## src/rtl/ab_word_decoder.sv

```systemverilog
// Serial A/B duty-word decoder: start, 2*DATA_W payload bits MSB first, even parity, stop.
// Define AB_DECODE_MAJORITY_EN to take each bit as a 2-of-3 vote around mid-bit.
module ab_word_decoder #(
    parameter int OVERSAMPLE = 8,
    parameter int DATA_W     = 7
) (
    input  logic              clk,
    input  logic              reset,
    input  logic              sample_en,
    input  logic              rx_bit,
    output logic [DATA_W-1:0] A_val,
    output logic [DATA_W-1:0] B_val,
    output logic              done,
    output logic              parity_err,
    output logic              frame_err,
    output logic              busy
);

    localparam int TW = (OVERSAMPLE > 2) ? $clog2(OVERSAMPLE) : 1;
    localparam int PW = 2 * DATA_W;
    localparam int BW = (PW > 2) ? $clog2(PW) : 1;
    localparam logic [TW-1:0] MID      = TW'(OVERSAMPLE / 2 - 1);
    localparam logic [TW-1:0] LAST     = TW'(OVERSAMPLE - 1);
    localparam logic [BW-1:0] BIT_LAST = BW'(PW - 1);

    typedef enum logic [2:0] {IDLE, START, DATA, PARITY, STOP, BREAK} state_t;

    state_t          state, state_n;
    logic [1:0]      sync_q;
    logic            line;
    logic [TW-1:0]   tick_cnt, tick_n, pos;
    logic [BW-1:0]   bit_cnt, bit_n;
    logic [PW-1:0]   shift_q, shift_n;
    logic            par_bad, par_n;
    logic [DATA_W-1:0] a_n, b_n;
    logic            done_n, perr_n, ferr_n;
    logic            sample_fire, sample_bit;

    always_ff @(posedge clk or negedge reset) begin
        if (!reset) sync_q <= '1;
        else        sync_q <= {sync_q[0], rx_bit};
    end

    assign line = sync_q[1];

    // Bit phase of the current tick; the start-detection tick is phase 0.
    assign pos = (state == IDLE) ? '0 : (tick_cnt == LAST) ? '0 : tick_cnt + 1'b1;

`ifdef AB_DECODE_MAJORITY_EN
    localparam logic [TW-1:0] MID_M1 = TW'(OVERSAMPLE / 2 - 2);
    localparam logic [TW-1:0] MID_P1 = TW'(OVERSAMPLE / 2);
    logic [1:0] vote_q;

    always_ff @(posedge clk or negedge reset) begin
        if (!reset) begin
            vote_q <= '0;
        end else if (sample_en) begin
            if (pos == MID_M1) vote_q[0] <= line;
            if (pos == MID)    vote_q[1] <= line;
        end
    end

    assign sample_fire = sample_en && (pos == MID_P1);
    assign sample_bit  = (vote_q[0] & vote_q[1]) | (vote_q[0] & line) | (vote_q[1] & line);
`else
    assign sample_fire = sample_en && (pos == MID);
    assign sample_bit  = line;
`endif

    always_comb begin
        state_n = state;
        tick_n  = tick_cnt;
        bit_n   = bit_cnt;
        shift_n = shift_q;
        par_n   = par_bad;
        a_n     = A_val;
        b_n     = B_val;
        done_n  = 1'b0;
        perr_n  = 1'b0;
        ferr_n  = 1'b0;
        if (sample_en) tick_n = pos;
        case (state)
            IDLE: begin
                if (sample_en && !line) begin
                    state_n = START;
                    bit_n   = '0;
                end
            end
            START: begin
                if (sample_fire) state_n = sample_bit ? IDLE : DATA;
            end
            DATA: begin
                if (sample_fire) begin
                    shift_n = {shift_q[PW-2:0], sample_bit};
                    bit_n   = bit_cnt + 1'b1;
                    if (bit_cnt == BIT_LAST) state_n = PARITY;
                end
            end
            PARITY: begin
                if (sample_fire) begin
                    par_n   = ^{shift_q, sample_bit};
                    state_n = STOP;
                end
            end
            STOP: begin
                if (sample_fire) begin
                    if (sample_bit) begin
                        state_n = IDLE;
                        if (par_bad) begin
                            perr_n = 1'b1;
                        end else begin
                            a_n    = shift_q[PW-1:DATA_W];
                            b_n    = shift_q[DATA_W-1:0];
                            done_n = 1'b1;
                        end
                    end else begin
                        // A low stop bit means the line may be held in break; wait for it to rise.
                        state_n = BREAK;
                        ferr_n  = 1'b1;
                        perr_n  = par_bad;
                    end
                end
            end
            BREAK: begin
                if (sample_en && line) state_n = IDLE;
            end
            default: state_n = IDLE;
        endcase
    end

    always_ff @(posedge clk or negedge reset) begin
        if (!reset) begin
            state      <= IDLE;
            tick_cnt   <= '0;
            bit_cnt    <= '0;
            shift_q    <= '0;
            par_bad    <= 1'b0;
            A_val      <= '0;
            B_val      <= '0;
            done       <= 1'b0;
            parity_err <= 1'b0;
            frame_err  <= 1'b0;
        end else begin
            state      <= state_n;
            tick_cnt   <= tick_n;
            bit_cnt    <= bit_n;
            shift_q    <= shift_n;
            par_bad    <= par_n;
            A_val      <= a_n;
            B_val      <= b_n;
            done       <= done_n;
            parity_err <= perr_n;
            frame_err  <= ferr_n;
        end
    end

    assign busy = (state != IDLE);

endmodule

```

## config.mk

```make
export PLATFORM = sky130hd
export DESIGN_NAME = ab_word_decoder
export DESIGN_NICKNAME = d
export VERILOG_FILES = /design/src/rtl/ab_word_decoder.sv
export SDC_FILE = /design/constraint.sdc
export NUM_CORES = 1
export LEC_CHECK = 0
export ABC_AREA = 1
export CORE_MARGIN = 4
export CORE_UTILIZATION = 56
export DETAILED_ROUTE_END_ITERATION = 10
export PLACE_DENSITY_LB_ADDON = 0.05
export SLEW_MARGIN = 10
export SYNTH_ARGS = -nofsm -noshare
export SYNTH_HDL_FRONTEND = slang
export SYNTH_SLANG_ARGS = --single-unit
```

## constraint.sdc

```tcl
create_clock -name clk -period 2.4 [get_ports clk]
set_input_delay 0.72 -clock clk [delete_from_list [all_inputs] [get_ports clk]]
set_output_delay 0.72 -clock clk [all_outputs]
set_load 0.02 [all_outputs]
```

Word-level counts from Yosys, hierarchy flattened. Cells that the tools add are included.

Bits of input ports: 4. Latch bits: 0. Output and inout bits: 18. Register bits: 44. Memory bits (read-only): 0. RAM bits: 0. Memories kept: 0. Logic and storage cells: 68.

Equal/unequal tests: 15. Shift-type cells: 0. Reduce and logical (&&, ||, !) cells: 13. Bitwise logic cells: 1. Div/mod/pow operators: 0. $mul: 0. Muxes and demuxes: 26. Magnitude comparators: 0. Add/subtract/negate cells: 2.

Operators with widths (number): $mux W3 (10); $pmux W3 S6 (1); $reduce_xor A15 Y1 (1); $ne A2 B2 Y1 const B (6); $mux W1 (11); $eq A3 B2 Y1 const B (3); $eq A3 B3 Y1 const B (3); $mux W4 (2); $pmux W4 S2 (1); $reduce_and A7 Y1 (1); $add A4 B1 Y4 const B (1); $eq A4 B4 Y1 const B (1); $reduce_and A2 Y1 (2); $reduce_and A4 Y1 (1); $add A3 B1 Y3 const B (1); $eq A3 B1 Y1 const B (1); $logic_and A1 B1 Y1 (3); $logic_not A3 Y1 (1); $reduce_and A3 Y1 (1); $reduce_bool A3 Y1 (1); $mux W2 (1); $ne A2 B1 Y1 const B (1); $reduce_bool A2 Y1 (1); $logic_not A1 Y1 (1); $not A1 Y1 (1).

Logic depth before layout (Yosys ltp). Gate-level depths: netlist of run 1.

Depth after elaboration: 7. Depth in mapped cells: 11. Mapped depth without buffers: 11.

Least setup slack after synthesis of run 1. OpenSTA, ideal clock, no wires.

Path kind: flip-flop to flip-flop. Start: reg tick_cnt[0]. End: reg A_val[0]. Data required time: 2277 ps. Library setup time: 123 ps. Period minus slack after synthesis: 1810 ps. Buffers on the path: 1. Slack: 590 ps. Cell stages (with the launch flop): 10. Data arrival time: 1687 ps. Path through: dfrtp_1 -> ha_1 -> ha_1 -> nor2_1 -> nand3_4 -> inv_2 -> nand2_4 -> buf_4 -> o21ai_0 -> nand2_1.

Longest elaborated chain between the ends: 6. Elaborated cells on any way between the ends: 7.

RTL lines: start: declaration (RTL line 31) `logic [TW-1:0] tick_cnt, tick_n, pos;`; start signal: assignment (RTL line 145) `tick_cnt <= tick_n;`; $add A3 B1 Y3 or $eq A3 B3 Y1 (tied branches) (RTL line 47) `assign pos = (state == IDLE) ? '0 : (tick_cnt == LAST) ? '0 : tick_cnt + 1'b1;`; $mux W3 (*) (2 in series) (RTL line 47); $eq A3 B2 Y1 (*) (RTL line 66) `assign sample_fire = sample_en && (pos == MID);`; $logic_and A1 B1 Y1 (*) (RTL line 66); $reduce_and A4 Y1 (no line) (*); end signal: assignment (RTL line 149) `A_val <= a_n;`; end: declaration (RTL line 11) `output logic [DATA_W-1:0] A_val,`.

Every way passes the cells marked *; elsewhere a longest branch is shown, timed or not. A chain may end at the register's enable or synchronous reset.

Final worst setup path of run 1.
Start: reg state[1]. End: out busy.

Longest elaborated chain between the ends: 1.

RTL lines: start: declaration (RTL line 28) `state_t state, state_n;`; start signal: assignment (RTL line 144) `state <= state_n;`; $reduce_bool A3 Y1 (RTL line 157) `assign busy = (state != IDLE);`; end: declaration (RTL line 16) `output logic busy`.

No other way between the ends.

==> results.rst, run 1 <==
.. list-table::
   :header-rows: 1

   * - Metric
     - Value
   * - Outcome
     - completed
   * - Aggregate negative setup slack
     - 0 ns
   * - Area share of and/or/nand/nor cells after synthesis
     - 31.4%
   * - Maximum root-to-sink buffer count
     - 2
   * - Source of the worst register-to-register timing path
     - tick_cnt[0]
   * - Number of register bits inferred by synthesis
     - 44
   * - Compound-cell area share of the yosys netlist
     - 10.1%
   * - Number of distinct standard cells referenced by the synthesized netlist
     - 26
   * - # H-tree levels
     - 2
   * - Inserted Diodes
     - 0
   * - Minimum clock period
     - 2.03 ns
   * - Post-synth net total
     - 297
   * - EDFF count, synth
     - 0
   * - Synth-to-layout area growth
     - 15.8%
   * - Max Clock Freq
     - 0.493 GHz
   * - Share of Yosys cell area claimed by the top area cell type
     - 46.7%
   * - Slew at the pin closest to its max-slew limit
     - 0.578 ns
   * - Largest family of logic cells by synthesized area
     - simple AND/OR/NAND/NOR gates
   * - Most frequent cell after synthesis
     - sky130_fd_sc_hd__nand2_1
   * - Startpoint kind of the worst setup timing path
     - register
   * - CP required
     - 1.68 ns
   * - Clock root cell
     - sky130_fd_sc_hd__clkbuf_8
   * - Final worst clock skew
     - 0.00530 ns
   * - Number of nets in the layout
     - 323
   * - Width of the die
     - 71.4 microns
   * - Detailed Place HPWL
     - 3.24 mm
   * - CP Capture Type
     - output pin
   * - Depth of the worst register-to-register path
     - 9
   * - Total Power Consumption
     - 3.39 mW
   * - Final routed wirelength across all metal layers
     - 4.35 mm
   * - Total I/O pin count
     - 22
   * - Largest fanout of any net on the critical path
     - 7
   * - Worst max-slew margin expressed relative to the limit
     - 61.4%
   * - XOR/XNOR Fraction of Synth Area
     - 0.389%
   * - Most frequent cells after synthesis
     - 128 x sky130_fd_sc_hd__nand2_1, 42 x sky130_fd_sc_hd__dfrtp_1, 36 x sky130_fd_sc_hd__o21ai_0
   * - Number of detailed-routing iterations run before antenna repair
     - 4
   * - Cell area after synthesis
     - 2250 sq um
   * - Mean cell area of the mapped netlist
     - 7.79 sq um
   * - # rows
     - 22
   * - Final critical-path setup slack
     - 0.373 ns
   * - Fillers
     - 318
   * - PwrDens
     - 1300 nW/um^2
   * - Sequential fraction of the synthesis area
     - 49.0%
   * - Global-route usage over all layers
     - 19.1%
   * - Hold WC Path Type
     - in2async
   * - Initial antenna violation count
     - 0
   * - Largest net degree at the start of global routing
     - 30
   * - RSZ-0062 raised after global routing
     - false
   * - Fraction of synthesis flops using an asynchronous set or reset pin
     - 100%
   * - R2R Path End
     - A_val[1]
   * - Max-slew violation count
     - 0
   * - Static Leak
     - 1.42 nW
   * - Primary flip-flop cell chosen by synthesis mapping
     - sky130_fd_sc_hd__dfrtp_1
   * - Max-cap viol count
     - 0
   * - Via density per instance
     - 5.05
   * - Clock latency on the worst-skew pair
     - 0.29 ns
   * - Gate Count Post-Synth
     - 289
   * - Starting utilization of the core area
     - 59.7%
   * - Register-to-Register Setup Slack
     - 0.42 ns
   * - Post-CTS setup repair buffer count
     - 0
   * - Vias after detailed routing
     - 1840
   * - Standard cell core area
     - 3770 sq um
   * - Final setup fails
     - 0
   * - Multiplexer fraction of the synthesized cell area
     - 0%
   * - Post-cts hold buffer count
     - 0
   * - Minimum setup slack after placement
     - 0.0999 ns
   * - Die H
     - 71.4 microns
   * - Remaining design rule violation count
     - 0
   * - Fraction of layout cells with a size suffix above 1
     - 7.28%
   * - Congestion Overflow GR
     - 0
   * - Starting DRT DRC Count
     - 103
   * - VDD IR max
     - 0.696 mV
   * - TritonCTS clock tree
     - done
   * - Crit share post-route
     - 84.5%
   * - Remaining antenna violation count after routing
     - 0
   * - RD Place Congestion
     - 0.795
   * - Clock input transition at the sequential cells of the worst setup and hold paths
     - 0.08 ns
   * - Post-synth top area cell
     - sky130_fd_sc_hd__dfrtp_1
   * - Die ar.
     - 5100 sq um
   * - Clock sink count
     - 44
   * - Synthesized-area fraction occupied by adder cells
     - 2.22%
   * - Global-route wire length before repair
     - 7.73 mm
   * - Yosys warning total
     - 0
   * - Count of input and output buffers
     - 21
   * - Total CTS buffers
     - 5
   * - Number of global-route vias before repair
     - 1706
   * - Hold Fails Final Rpt
     - 0
   * - WS Path Type
     - reg2out
   * - Arr. time, crit path
     - 1.31 ns
   * - Routed length per placed instance
     - 12.0 microns
   * - Ranking of synthesized cells by area
     - sky130_fd_sc_hd__dfrtp_1 47%, sky130_fd_sc_hd__nand2_1 21%, sky130_fd_sc_hd__o21ai_0 8.0%
[through the flow]
step                      hold slack [ns]  instance area (sq um)  utilization [%]  std cells
after floorplan                     0.345                   2250                -        289
after global placement              0.347                   2510             66.7        356
after detailed placement            0.354                   2510             66.7        356
after CTS                           0.355                   2600             69.0        364
after global routing                0.370                   2610             69.1        364
final                               0.346                   2610             69.1        364
[where the power goes]
part / switching (mW) / total, mW / leakage (nW) / internal, mW
combinational: 0.969 / 1.59 / 0.819 / 0.625
sequential: 0.297 / 1.33 / 0.552 / 1.03
clock: 0.235 / 0.470 / 0.0455 / 0.235
[logic make-up after synthesis]
| kind of cell | Yosys count |
|---|---|
| buffers and inverters | 35 |
| adder cells (fa/ha/maj) | 4 |
| AO/OA/AOI/OAI | 43 |
| AND/OR/NAND/NOR | 162 |
| flip-flops | 44 |
| XOR/XNOR | 1 |
[critical path, cell delays in order (launching register included)]
cell and delay, ns:
sky130_fd_sc_hd__dfrtp_1 0.48, sky130_fd_sc_hd__nor2_2 0.20, sky130_fd_sc_hd__nand2_4 0.10, sky130_fd_sc_hd__dlymetal6s2s_1 0.23
[registers in the layout (all words and copies together) (netlist names)]
signal      flops
parity_err      1
A_val           7
tick_cnt        3
B_val           7
frame_err       1
sync_q          2
bit_cnt         4
shift_q        14
done            1
state           3
par_bad         1
[layer usage]
metal	wire, microns	track usage (%)	share of wire [%]
met3	180	5.33	4.1
met4	45	6.05	1.0
met5	0	0	0
met1	2180	27.4	50
met2	1950	28.1	45
[how the worst max path moves through the flow]
stage	startpoint	endpoint	slack [ns]
after floorplan	tick_cnt[0]	A_val[0]	0.59
after global placement	sample_en	A_val[1]	0.15
after detailed placement	sample_en	B_val[2]	0.1
after CTS	state[1]	busy	0.01
after global routing	tick_cnt[0]	A_val[1]	0.27
final	state[1]	busy	0.37
[timing repair]
| action | in CTS | in global routing |
|---|---|---|
| endpoints found under the setup margin | 0 | 1 |
| endpoints found under the hold margin | 0 | 0 |
| gates resized for setup | 0 | 1 |
[cell type report]
cell class,instances,area [sq um],share of cell area (%)
Inverter,29,109,4.18
Sequential cell,44,1100,42.3
Multi-Input combinational cell,210,993,38.1
Tap cell,48,60.1,2.30
Clock buffer,8,90.1,3.46
Timing Repair Buffer,25,250,9.60
[cells in the final DEF, fill, tap and decap left out, types with 2 or more instances in the layout]
master	n
sky130_fd_sc_hd__a21oi_1	2
sky130_fd_sc_hd__buf_4	3
sky130_fd_sc_hd__clkbuf_1	2
sky130_fd_sc_hd__clkbuf_8	6
sky130_fd_sc_hd__clkdlybuf4s50_1	19
sky130_fd_sc_hd__dfrtp_1	42
sky130_fd_sc_hd__dfstp_2	2
sky130_fd_sc_hd__ha_1	4
sky130_fd_sc_hd__inv_1	28
sky130_fd_sc_hd__nand2_1	128
sky130_fd_sc_hd__nand2_4	2
sky130_fd_sc_hd__nand3_1	13
sky130_fd_sc_hd__nor2_1	11
sky130_fd_sc_hd__nor3_1	2
sky130_fd_sc_hd__nor3_4	2
sky130_fd_sc_hd__o21ai_0	36
(Power assumes the default switching activity.)
==> run 2, diff against run 1 <==
--- a/config.mk
+++ b/config.mk
@@ -7,7 +7,7 @@
 export LEC_CHECK = 0
 export ABC_AREA = 1
 export CORE_MARGIN = 4
-export CORE_UTILIZATION = 56
+export CORE_UTILIZATION = 51
 export DETAILED_ROUTE_END_ITERATION = 10
 export PLACE_DENSITY_LB_ADDON = 0.05
 export SLEW_MARGIN = 10
==> constraint.sdc (replaced) <==
create_clock -name clk -period 1.67 [get_ports clk]
set_input_delay 0.501 -clock clk [delete_from_list [all_inputs] [get_ports clk]]
set_output_delay 0.501 -clock clk [all_outputs]
set_load 0.02 [all_outputs]
==> run 2 against run 1 <==
The run now ends with setup timing left; clock skew rose by 0.0056 ns; clock power rose by 84%; critical endpoint is now par_bad; sequential power rose by 46%; die area rose by 8.7%; design area rose by 19%; largest power group unchanged; setup slack got worse by 0.46 ns; power rose by 66%; hold slack got worse by 0.24 ns; first-iteration DRC count rose by 25%; cell count rose by 8.5%.
==> results.rst, run 2 (synthesized netlist as in run 1, its figures left out) <==
.. list-table::
   :header-rows: 1

   * - Metric
     - Value
   * - Registers with the most flip-flops
     - shift_q (14), A_val (7), B_val (7)
   * - Depth of the worst register-to-register path
     - 9
   * - Total Power Consumption
     - 5.63 mW
   * - Minimum clock period
     - 1.76 ns
   * - Congestion Overflow GR
     - 0
   * - Violated checks
     - setup timing
   * - Final critical-path setup slack
     - -0.0867 ns
   * - Area of combinational cells with multiple inputs
     - 1180 sq um
   * - Static Leak
     - 1.72 nW
   * - Clock input transition at the sequential cells of the worst setup and hold paths
     - 0.09 ns
   * - Remaining design rule violation count
     - 0
   * - # H-tree levels
     - 2
   * - CP Capture Type
     - register
   * - Worst-path cell with the longest stage delay
     - sky130_fd_sc_hd__dfrtp_1
   * - Final worst clock skew
     - 0.0109 ns
   * - Arr. time, crit path
     - 1.95 ns
   * - Detailed Place HPWL
     - 3.33 mm
   * - Count of input and output buffers
     - 21
   * - Width of the die
     - 74.4 microns
   * - Maximum root-to-sink buffer count
     - 2
   * - Placed Cells
     - 371
   * - CP required
     - 1.86 ns
   * - Max Clock Freq
     - 0.569 GHz
   * - Inserted Diodes
     - 0
   * - Largest net degree at the start of global routing
     - 20
   * - Die ar.
     - 5540 sq um
   * - Remaining antenna violation count after routing
     - 0
   * - Register cell area after layout
     - 1100 sq um
   * - Outcome
     - complete, but fails checks
   * - VDD IR max
     - 1.01 mV
   * - Number of detailed-routing iterations run before antenna repair
     - 4
   * - Vias after detailed routing
     - 2028
   * - Cell chain of the critical path
     - ha_2, ha_4, nor3_4, nand3_4, buf_4, buf_6, buf_4, o21ai_2, nand2_1
   * - Fillers
     - 311
   * - RSZ-0062 raised after global routing
     - true
   * - PwrDens
     - 1820 nW/um^2
   * - Slew at the pin closest to its max-slew limit
     - 0.687 ns
   * - Clock sink count
     - 44
   * - Crit share post-route
     - 105%
   * - Clock latency on the worst-skew pair
     - 0.30 ns
   * - Startpoint kind of the worst setup timing path
     - register
   * - Number of global-route vias before repair
     - 1817
   * - Global-route wire length before repair
     - 8.67 mm
   * - Maximum single-stage delay on the critical path
     - 0.39 ns
   * - Global-route usage over all layers
     - 20.8%
   * - Hold WC Path Type
     - in2async
   * - Number of nets in the layout
     - 352
   * - Via density per instance
     - 5.13
   * - Largest fanout of any net on the critical path
     - 4
   * - Final routed wirelength across all metal layers
     - 5.41 mm
   * - Total CTS buffers
     - 5
   * - Fraction of layout cells with a size suffix above 1
     - 26.1%
   * - # rows
     - 23
   * - Final design area excluding fillers
     - 3090 sq um
   * - Routed length per placed instance
     - 13.7 microns
   * - Commonest non-fill, non-tap cell in the layout
     - sky130_fd_sc_hd__nand2_1
   * - Most frequent CP cell
     - sky130_fd_sc_hd__buf_4
   * - Synth-to-layout area growth
     - 37.4%
   * - Total placed instance area
     - 2650 sq um
   * - Starting DRT DRC Count
     - 129
   * - Worst max-slew margin expressed relative to the limit
     - 54.1%
   * - RD Place Congestion
     - 0.822
   * - Post-cts hold buffer count
     - 0
   * - Starting utilization of the core area
     - 54.3%
   * - Final setup fails
     - 30
   * - Register with the most flip-flops
     - shift_q
   * - Filler-free cell count of the finished design
     - 395
   * - Total I/O pin count
     - 22
   * - WS Path Type
     - reg2reg
   * - Hold Fails Final Rpt
     - 0
   * - Standard cell core area
     - 4140 sq um
   * - Max-cap viol count
     - 0
   * - Most used cells in the layout excluding fill and tap cells
     - 111 x sky130_fd_sc_hd__nand2_1, 42 x sky130_fd_sc_hd__dfrtp_1, 26 x sky130_fd_sc_hd__inv_1
   * - TritonCTS clock tree
     - done
   * - Die H
     - 74.4 microns
   * - Final standard cell utilization of the core
     - 74.6%
   * - Clock root cell
     - sky130_fd_sc_hd__clkbuf_8
   * - Initial antenna violation count
     - 0
   * - Flip-flop count of the largest register after layout
     - 14
   * - Max-slew violation count
     - 0
==> run 2: cell types whose count changed in the layout (fill, tap and decap cells not counted), sizes merged <==
| cell | change |
|---|---|
| buf | +25 |
| clkdlybuf4s50 | -18 |
| dlygate4sd2 | +18 |
| nand2 | +2 |
| bufinv | +1 |
| clkinv | +1 |
| dlymetal6s2s | -1 |
| nor2 | +1 |
==> run 2: worst paths after layout <==
check,from,to,slack [ns]
max,tick_cnt[0],par_bad,-0.09
min,reset,shift_q[12],0.10
max reg2reg,tick_cnt[0],par_bad,-0.09
min in group clk,sync_q[0],sync_q[1],0.36
min reg2reg,sync_q[0],sync_q[1],0.36
max in group asynchronous,reset,sync_q[0],1.02
==> run 2: final cells by class <==
cell class / count / share of cell area (%)
Inverter: 29 / 3.84
Clock inverter: 2 / 1.25
Timing Repair Buffer: 51 / 16.3
Clock buffer: 6 / 2.67
Multi-Input combinational cell: 213 / 38.3
Sequential cell: 44 / 35.7
Tap cell: 50 / 2.02
==> run 2: metal layers <==
metal | wire length (microns) | global-route usage, % | share of wire (%) | vias to the layer above
li1 | - | - | - | 1031
met1 | 2550 | 30.9 | 47 | 933
met2 | 2510 | 29.8 | 46 | 56
met3 | 268 | 4.59 | 5.0 | 8
met4 | 82 | 7.71 | 1.5 | 0
met5 | 0 | 0 | 0 | -
==> run 2: critical path: cells and delay by family (launching register included) <==
| family | cells | cell delay, ns |
|---|---|---|
| adders and majority gates | 2 | 0.37 |
| and+or+nand+nor | 3 | 0.38 |
| buffers and inverters | 3 | 0.40 |
| DFF | 1 | 0.39 |
| AOI/OAI and AO/OA | 1 | 0.11 |
==> run 2: what timing repair did <==
| item | 4_1_cts | 5_1_grt |
|---|---|---|
| gates cloned | 3 | 3 |
| gates resized for setup | 32 | 57 |
| setup endpoints to repair | 38 | 40 |
| buffers inserted | 4 | 6 |
| pin swaps | 6 | 5 |
==> run 2: where the power goes <==
group          leakage (nW)  internal [mW]  total (mW)  switching [mW]
Clock                0.0614          0.489       0.867           0.378
Combinational          1.11           1.15        2.83            1.67
Sequential            0.552           1.48        1.94           0.455
==> run 2: through the flow <==
| step | setup slack [ns] | TNS (ns) | hold slack, ns |
|---|---|---|---|
| 3_5_place_dp | -0.445 | -13.03 | 0.348 |
| 6_report | -0.0867 | -0.920 | 0.103 |
| 4_1_cts | -0.0283 | -0.171 | 0.107 |
| 5_1_grt | -0.180 | -3.92 | 0.114 |
| 2_1_floorplan | 0.0228 | 0 | 0.205 |
| 3_3_place_gp | -0.391 | -12.19 | 0.346 |
